**src/rtl/tom_dram_pkg.sv**
```systemverilog
// Shared types and default widths for the tom DRAM pin bridge.
package tom_dram_pkg;

  localparam int ROW_W_DEF       = 11;
  localparam int COL_W_DEF       = 10;
  localparam int ACK_TIMEOUT_DEF = 255;
  localparam int MEM_ADDR_W      = 1 + ROW_W_DEF + COL_W_DEF;

  typedef enum logic [2:0] {
    ST_IDLE,
    ST_ROW,
    ST_REFRESH,
    ST_ISSUE,
    ST_WAIT,
    ST_HOLD
  } state_e;

endpackage

```
**src/rtl/tom_dram_edge.sv**
```systemverilog
// Registered edge detector for the active-low RAS/CAS strobes; bit order {casl[1:0], rasl[1:0]}.
module tom_dram_edge (
  input  logic       clk,
  input  logic       rst,
  input  logic [3:0] sig_l,
  output logic [3:0] fall,
  output logic [3:0] rise
);

  logic [3:0] prev_q;
  logic [3:0] prev_d;

  assign prev_d = sig_l;

  // Strobes idle high, so the history starts deasserted.
  always_ff @(posedge clk or posedge rst) begin
    if (rst) prev_q <= '1;
    else     prev_q <= prev_d;
  end

  assign fall = prev_q & ~sig_l;
  assign rise = ~prev_q & sig_l;

endmodule

```
**src/rtl/tom_dram_bridge.sv**
```systemverilog
// Converts tom DRAM RAS/CAS column accesses into single-word memory controller requests.
// Optional refresh_cnt output is enabled by defining TOM_DRAM_REFRESH_COUNT_EN.
//
// state   | meaning
// IDLE    | no row open, waiting for a RAS fall
// ROW     | row latched, waiting for a qualified CAS fall on the open bank
// REFRESH | CAS-before-RAS refresh, one ram_rdy pulse then wait for RAS release
// ISSUE   | first cycle of mem_req, address/data registered
// WAIT    | mem_req held until mem_ack or watchdog expiry
// HOLD    | ram_rdy (and rd_oe on reads) held until CAS rises
module tom_dram_bridge
  import tom_dram_pkg::*;
#(
  parameter int ROW_W       = ROW_W_DEF,
  parameter int COL_W       = COL_W_DEF,
  parameter int ACK_TIMEOUT = ACK_TIMEOUT_DEF
) (
  input  logic                     sys_clk,
  input  logic                     reset,
  input  logic [1:0]               xrasl,
  input  logic [1:0]               xcasl,
  input  logic [7:0]               xwel,
  input  logic [ROW_W-1:0]         xma,
  input  logic [63:0]              xd_out,
  input  logic                     startcas,
  output logic                     ram_rdy,
  output logic [63:0]              rd_data,
  output logic                     rd_oe,
  output logic                     mem_req,
  output logic                     mem_we,
  output logic [ROW_W+COL_W:0]     mem_addr,
  output logic [7:0]               mem_be,
  output logic [63:0]              mem_wdata,
  input  logic                     mem_ack,
  input  logic [63:0]              mem_rdata,
`ifdef TOM_DRAM_REFRESH_COUNT_EN
  output logic [15:0]              refresh_cnt,
`endif
  output logic                     timeout_err
);

  localparam int WD_W = $clog2(ACK_TIMEOUT + 1);

  state_e            state_q, state_d;
  logic              bank_q, bank_d;
  logic [ROW_W-1:0]  row_q, row_d;
  logic [COL_W-1:0]  col_q, col_d;
  logic              we_q, we_d;
  logic [7:0]        be_q, be_d;
  logic [63:0]       wdata_q, wdata_d;
  logic              mem_req_q, mem_req_d;
  logic              ram_rdy_q, ram_rdy_d;
  logic              rd_oe_q, rd_oe_d;
  logic [63:0]       rd_data_q, rd_data_d;
  logic              tout_q, tout_d;
  logic [WD_W-1:0]   wdog_q, wdog_d;
  logic              cas_up_q, cas_up_d;
`ifdef TOM_DRAM_REFRESH_COUNT_EN
  logic [15:0]       refresh_cnt_q, refresh_cnt_d;
`endif

  logic [3:0] fall, rise;
  logic [1:0] ras_fall, ras_rise, cas_fall, cas_rise;
  logic       new_bank;

  tom_dram_edge u_edge (
    .clk   (sys_clk),
    .rst   (reset),
    .sig_l ({xcasl, xrasl}),
    .fall  (fall),
    .rise  (rise)
  );

  assign ras_fall = fall[1:0];
  assign ras_rise = rise[1:0];
  assign cas_fall = fall[3:2];
  assign cas_rise = rise[3:2];
  assign new_bank = ~ras_fall[0];

  always_comb begin
    state_d   = state_q;
    bank_d    = bank_q;
    row_d     = row_q;
    col_d     = col_q;
    we_d      = we_q;
    be_d      = be_q;
    wdata_d   = wdata_q;
    mem_req_d = mem_req_q;
    ram_rdy_d = ram_rdy_q;
    rd_oe_d   = rd_oe_q;
    rd_data_d = rd_data_q;
    tout_d    = tout_q;
    wdog_d    = wdog_q;
    cas_up_d  = cas_up_q;
`ifdef TOM_DRAM_REFRESH_COUNT_EN
    refresh_cnt_d = refresh_cnt_q;
`endif

    unique case (state_q)
      ST_IDLE: begin
        if (|ras_fall) begin
          if (!xcasl[new_bank]) begin
            state_d   = ST_REFRESH;
            ram_rdy_d = 1'b1;
`ifdef TOM_DRAM_REFRESH_COUNT_EN
            refresh_cnt_d = refresh_cnt_q + 16'd1;
`endif
          end else begin
            bank_d  = new_bank;
            row_d   = xma;
            state_d = ST_ROW;
          end
        end
      end

      ST_REFRESH: begin
        ram_rdy_d = 1'b0;
        if (&xrasl) state_d = ST_IDLE;
      end

      ST_ROW: begin
        if (cas_fall[bank_q] && startcas) begin
          col_d     = xma[COL_W-1:0];
          we_d      = ~&xwel;
          be_d      = ~xwel;
          wdata_d   = xd_out;
          mem_req_d = 1'b1;
          wdog_d    = WD_W'(ACK_TIMEOUT);
          cas_up_d  = 1'b0;
          state_d   = ST_ISSUE;
        end else if (ras_rise[bank_q]) begin
          state_d = ST_IDLE;
        end
      end

      // ISSUE accepts a same-cycle ack; a CAS rise seen while waiting is remembered for HOLD.
      ST_ISSUE, ST_WAIT: begin
        if (cas_rise[bank_q]) cas_up_d = 1'b1;
        if (mem_ack) begin
          mem_req_d = 1'b0;
          ram_rdy_d = 1'b1;
          if (!we_q) begin
            rd_data_d = mem_rdata;
            rd_oe_d   = 1'b1;
          end
          state_d = ST_HOLD;
        end else if (wdog_q == WD_W'(1)) begin
          tout_d    = 1'b1;
          mem_req_d = 1'b0;
          ram_rdy_d = 1'b1;
          rd_data_d = '1;
          rd_oe_d   = ~we_q;
          state_d   = ST_HOLD;
        end else begin
          wdog_d  = wdog_q - WD_W'(1);
          state_d = ST_WAIT;
        end
      end

      ST_HOLD: begin
        if (cas_rise[bank_q] || cas_up_q) begin
          ram_rdy_d = 1'b0;
          rd_oe_d   = 1'b0;
          cas_up_d  = 1'b0;
          state_d   = xrasl[bank_q] ? ST_IDLE : ST_ROW;
        end
      end

      default: state_d = ST_IDLE;
    endcase
  end

  always_ff @(posedge sys_clk or posedge reset) begin
    if (reset) begin
      state_q   <= ST_IDLE;
      bank_q    <= 1'b0;
      row_q     <= '0;
      col_q     <= '0;
      we_q      <= 1'b0;
      be_q      <= '0;
      wdata_q   <= '0;
      mem_req_q <= 1'b0;
      ram_rdy_q <= 1'b0;
      rd_oe_q   <= 1'b0;
      rd_data_q <= '0;
      tout_q    <= 1'b0;
      wdog_q    <= '0;
      cas_up_q  <= 1'b0;
`ifdef TOM_DRAM_REFRESH_COUNT_EN
      refresh_cnt_q <= '0;
`endif
    end else begin
      state_q   <= state_d;
      bank_q    <= bank_d;
      row_q     <= row_d;
      col_q     <= col_d;
      we_q      <= we_d;
      be_q      <= be_d;
      wdata_q   <= wdata_d;
      mem_req_q <= mem_req_d;
      ram_rdy_q <= ram_rdy_d;
      rd_oe_q   <= rd_oe_d;
      rd_data_q <= rd_data_d;
      tout_q    <= tout_d;
      wdog_q    <= wdog_d;
      cas_up_q  <= cas_up_d;
`ifdef TOM_DRAM_REFRESH_COUNT_EN
      refresh_cnt_q <= refresh_cnt_d;
`endif
    end
  end

  assign ram_rdy     = ram_rdy_q;
  assign rd_data     = rd_data_q;
  assign rd_oe       = rd_oe_q;
  assign mem_req     = mem_req_q;
  assign mem_we      = we_q;
  assign mem_addr    = {bank_q, row_q, col_q};
  assign mem_be      = be_q;
  assign mem_wdata   = wdata_q;
  assign timeout_err = tout_q;
`ifdef TOM_DRAM_REFRESH_COUNT_EN
  assign refresh_cnt = refresh_cnt_q;
`endif

endmodule

```
**config.mk**
```make
export PLATFORM = sky130hd
export DESIGN_NAME = tom_dram_bridge
export DESIGN_NICKNAME = d
export VERILOG_FILES = /design/src/rtl/tom_dram_pkg.sv /design/src/rtl/tom_dram_edge.sv /design/src/rtl/tom_dram_bridge.sv
export SDC_FILE = /design/constraint.sdc
export NUM_CORES = 1
export LEC_CHECK = 0
export BUFFER_PORTS_ARGS = -buffer_cell sky130_fd_sc_hd__buf_2
export CAP_MARGIN = 25
export CORE_ASPECT_RATIO = 1.2
export CORE_UTILIZATION = 54
export CTS_BUF_LIST = sky130_fd_sc_hd__clkbuf_8
export CTS_CLUSTER_SIZE = 10
export DETAILED_ROUTE_END_ITERATION = 7
export MAX_ROUTING_LAYER = met4
export PLACE_DENSITY = 0.88
export SLEW_MARGIN = 10
export SYNTH_ARGS = -nofsm -noshare
export SYNTH_HDL_FRONTEND = slang
export SYNTH_HIERARCHICAL = 1
export SYNTH_SLANG_ARGS = --single-unit
```
**constraint.sdc**
```tcl
create_clock -name sys_clk -period 9.5 [get_ports sys_clk]
set_input_delay 1.9 -clock sys_clk [delete_from_list [all_inputs] [get_ports sys_clk]]
set_output_delay 1.9 -clock sys_clk [all_outputs]
set_load 0.005 [all_outputs]
```
==> results.yml <==
synth:
  netlist_top_cells_area: "dfrtp_1, mux2_4, nand2_1, nand2b_1, mux2_2"
  yosysMostFrequentCell: "nand2_1"
  synth.largest_area_cell: "dfrtp_1"
  ys_warn_count: 6
  synth-edff-count: 0
  synth_area_um2: 8036
  syn_nets: 874
  ys_ff_latch: 179
  async_flop_share: 1.000
  syn_inst: 717
  synth_common_cells: "nand2_1, dfrtp_1, nand2b_1"
  ys_seq_area_frac: 0.5580
  syn_avg_cell_area_um2: 11.21
  yosysTopAreaCellShare: 0.5449
  synth_flop_cell: "dfrtp_1"
  yosysUniqueCellTypes: 61
clock_network:
  clock_path_buffers: 2
  cts_tree: "yes"
  cts_hold_buf: 0
  htreeDepth: 4
  clkSinkCount: 179
  clkTransAtPathRegs_ns: 0.08
  cts.repair.resized: 0
  clock_latency_ns: 0.46
  ctsRootBufferMaster: "clkbuf_8"
  post_cts_buffers: 0
  cts_made_buffers: 17
setup_path:
  cp-end-kind: "register"
  worstPathArrival_ns: 4.24
  crit_path_max_fanout: 58
  startpoint_type: "primary input"
  worstSetupPathType: "primary input to register"
  required_ns: 9.89
floorplanning:
  row_count: 48
  dieArea_um2: 15380
  die_h_um: 135.6
  io_pins: 318
  core_area_um2: 14470
  initial_core_util: 0.5552
  die_w_um: 113.4
route:
  viasPerCell: 5.048
  drt_iter0_drc: 412
  wl_per_cell_um: 16.33
  postRouteWirelength_mm: 20.23
  final_antenna_net_count: 0
  vias: 6255
  drc_errors: 0
  firstDrtPassIters: 5
worst_hold_path:
  hold_path_class: "register to register"
timing:
  slew-limit-headroom: 0.4562
  finalCriticalPeriod_ns: 3.848
  slew_viol_final: 0
  tns_ns: 0
  tightest_slew_ns: 0.8158
  fmax_ghz: 0.2599
  grt_setup_unrepaired: "false"
  layout_setup_ws_ns: 5.652
  final_hold_viol_count: 0
  min_period_over_period: 0.4050
  skew_ns: 0.01007
  finalSetupViolations: 0
global_routing:
  grt_pass1_vias: 6139
  antenna_found_initial: 4
  grt_pass1_wl_mm: 30.99
  grt_max_degree: 95
  grt_overflow_total: 0
  grtUsageTotal: 0.2719
pwr:
  ir_drop_mv: 0.1492
  power_density_nw_per_um2: 292.5
  p_leak_nw: 5.262
place:
  gp_congestion: 0.8577
  portBuffers: 317
  place_ws_ns: 5.039
  dp_hpwl_mm: 14.61
cells_and_area:
  nets: 1179
  area_growth_pct: 25.78
  drive_gt1_frac: 0.4454
flow_run:
  cap_violations: 0
outcome:
  status: "completed"
## logic make-up (layout without fill, tap and decap cells)
| group | count (synthesis) | count (layout) | share of synthesized area |
|---|---|---|---|
| fa+ha+maj | 2 | 2 | 0.003113 |
| simple gates | 354 | 354 | 0.2119 |
| compound gates | 50 | 50 | 0.04453 |
| mux | 81 | 81 | 0.1409 |
| other cells | 0 | 4 | 0 |
| flops | 179 | 179 | 0.5580 |
| buf+inv | 51 | 369 | 0.04157 |
## worst max-delay path: stages
cell and delay (ns):
buf_2 0.13, and2b_2 0.23, mux2i_1 0.39, or3_2 0.71
buf_4 0.60, nand2_1 0.14, nand2_1 0.09
## sequential cells by signal (all words and copies together), names as in the netlist
signal / count
bank_q: 1
cas_up_q: 1
col_q: 10
mem_be: 8
mem_req: 1
mem_wdata: 64
mem_we: 1
ram_rdy: 1
rd_data: 64
rd_oe: 1
row_q: 11
state_q: 3
timeout_err: 1
u_edge/prev_q: 4
wdog_q: 8
## path summary, 6_finish.rpt
kind                               start                to  slack [ns]  depth (start not counted)
setup / recovery                xcasl[1]     mem_wdata[13]        5.65                          7
max in group asynchronous          reset       rd_data[32]        6.72                          4
min in group asynchronous          reset  u_edge/prev_q[2]        1.56                          2
hold reg to reg            mem_wdata[63]     mem_wdata[63]        0.47                          2
hold / removal             mem_wdata[63]     mem_wdata[63]        0.47                          2
setup reg to reg                  bank_q     mem_wdata[13]        6.88                          5
## cells in the final DEF, fill, tap and decap left out, drive strengths merged, types with 2 or more instances in the layout
master / count
o22ai: 2
and2b: 8
dfstp: 4
dfrtp: 175
nor3: 4
o221ai: 3
nand4b: 2
nand3: 6
a31oi: 4
clkinvlp: 4
nand2b: 67
mux2i: 4
nor2: 8
clkbuf: 19
and2: 2
o21a: 4
a21oi: 6
o21ai: 16
nor3b: 2
ha: 2
diode: 4
nand2: 239
bufinv: 2
clkinv: 2
nand4: 4
inv: 16
or3: 4
mux2: 77
nor2b: 2
a2bb2oi: 2
buf: 326
## report_power, final
part           leakage (nW)  total, mW  internal [mW]  switching (mW)
sequential             2.11       1.34           1.11           0.235
combinational          2.95       1.10          0.608           0.489
clock                 0.199      0.518          0.247           0.271
total                  5.26       2.96           1.96           0.994
## through the flow
stage | std cells | hold WS, ns | area (µm²) | utilization | total power, mW
2_1_floorplan | 717 | 0.4510 | 8036 | - | 1.962
3_3_place_gp | 1200 | 0.4534 | 9638 | 0.6659 | 2.395
3_5_place_dp | 1201 | 0.4562 | 9646 | 0.6664 | 2.445
4_1_cts | 1233 | 0.4771 | 10040 | 0.6939 | 2.972
5_1_grt | 1239 | 0.4975 | 10110 | 0.6984 | 3.146
6_report | 1239 | 0.4710 | 10110 | 0.6984 | 2.957
## metal layers
layer | GRT usage | part of all wire | vias up
li1 | - | - | 2947
met1 | 0.3194 | 0.40 | 2995
met2 | 0.4404 | 0.50 | 286
met4 | 0.1199 | 0.023 | 0
met3 | 0.07248 | 0.079 | 27
met5 | - | 0 | -
## area by class of cell
type / count / area (µm²)
Antenna cell: 4 / 10.01
Timing Repair Buffer: 326 / 1694
Sequential cell: 179 / 4484
Inverter: 11 / 46.29
Fill cell: 1073 / 4365
Clock inverter: 13 / 136.4
Tap cell: 200 / 250.2
Clock buffer: 19 / 261.5
Multi-Input combinational cell: 487 / 3226
(Power assumes the default switching activity.)
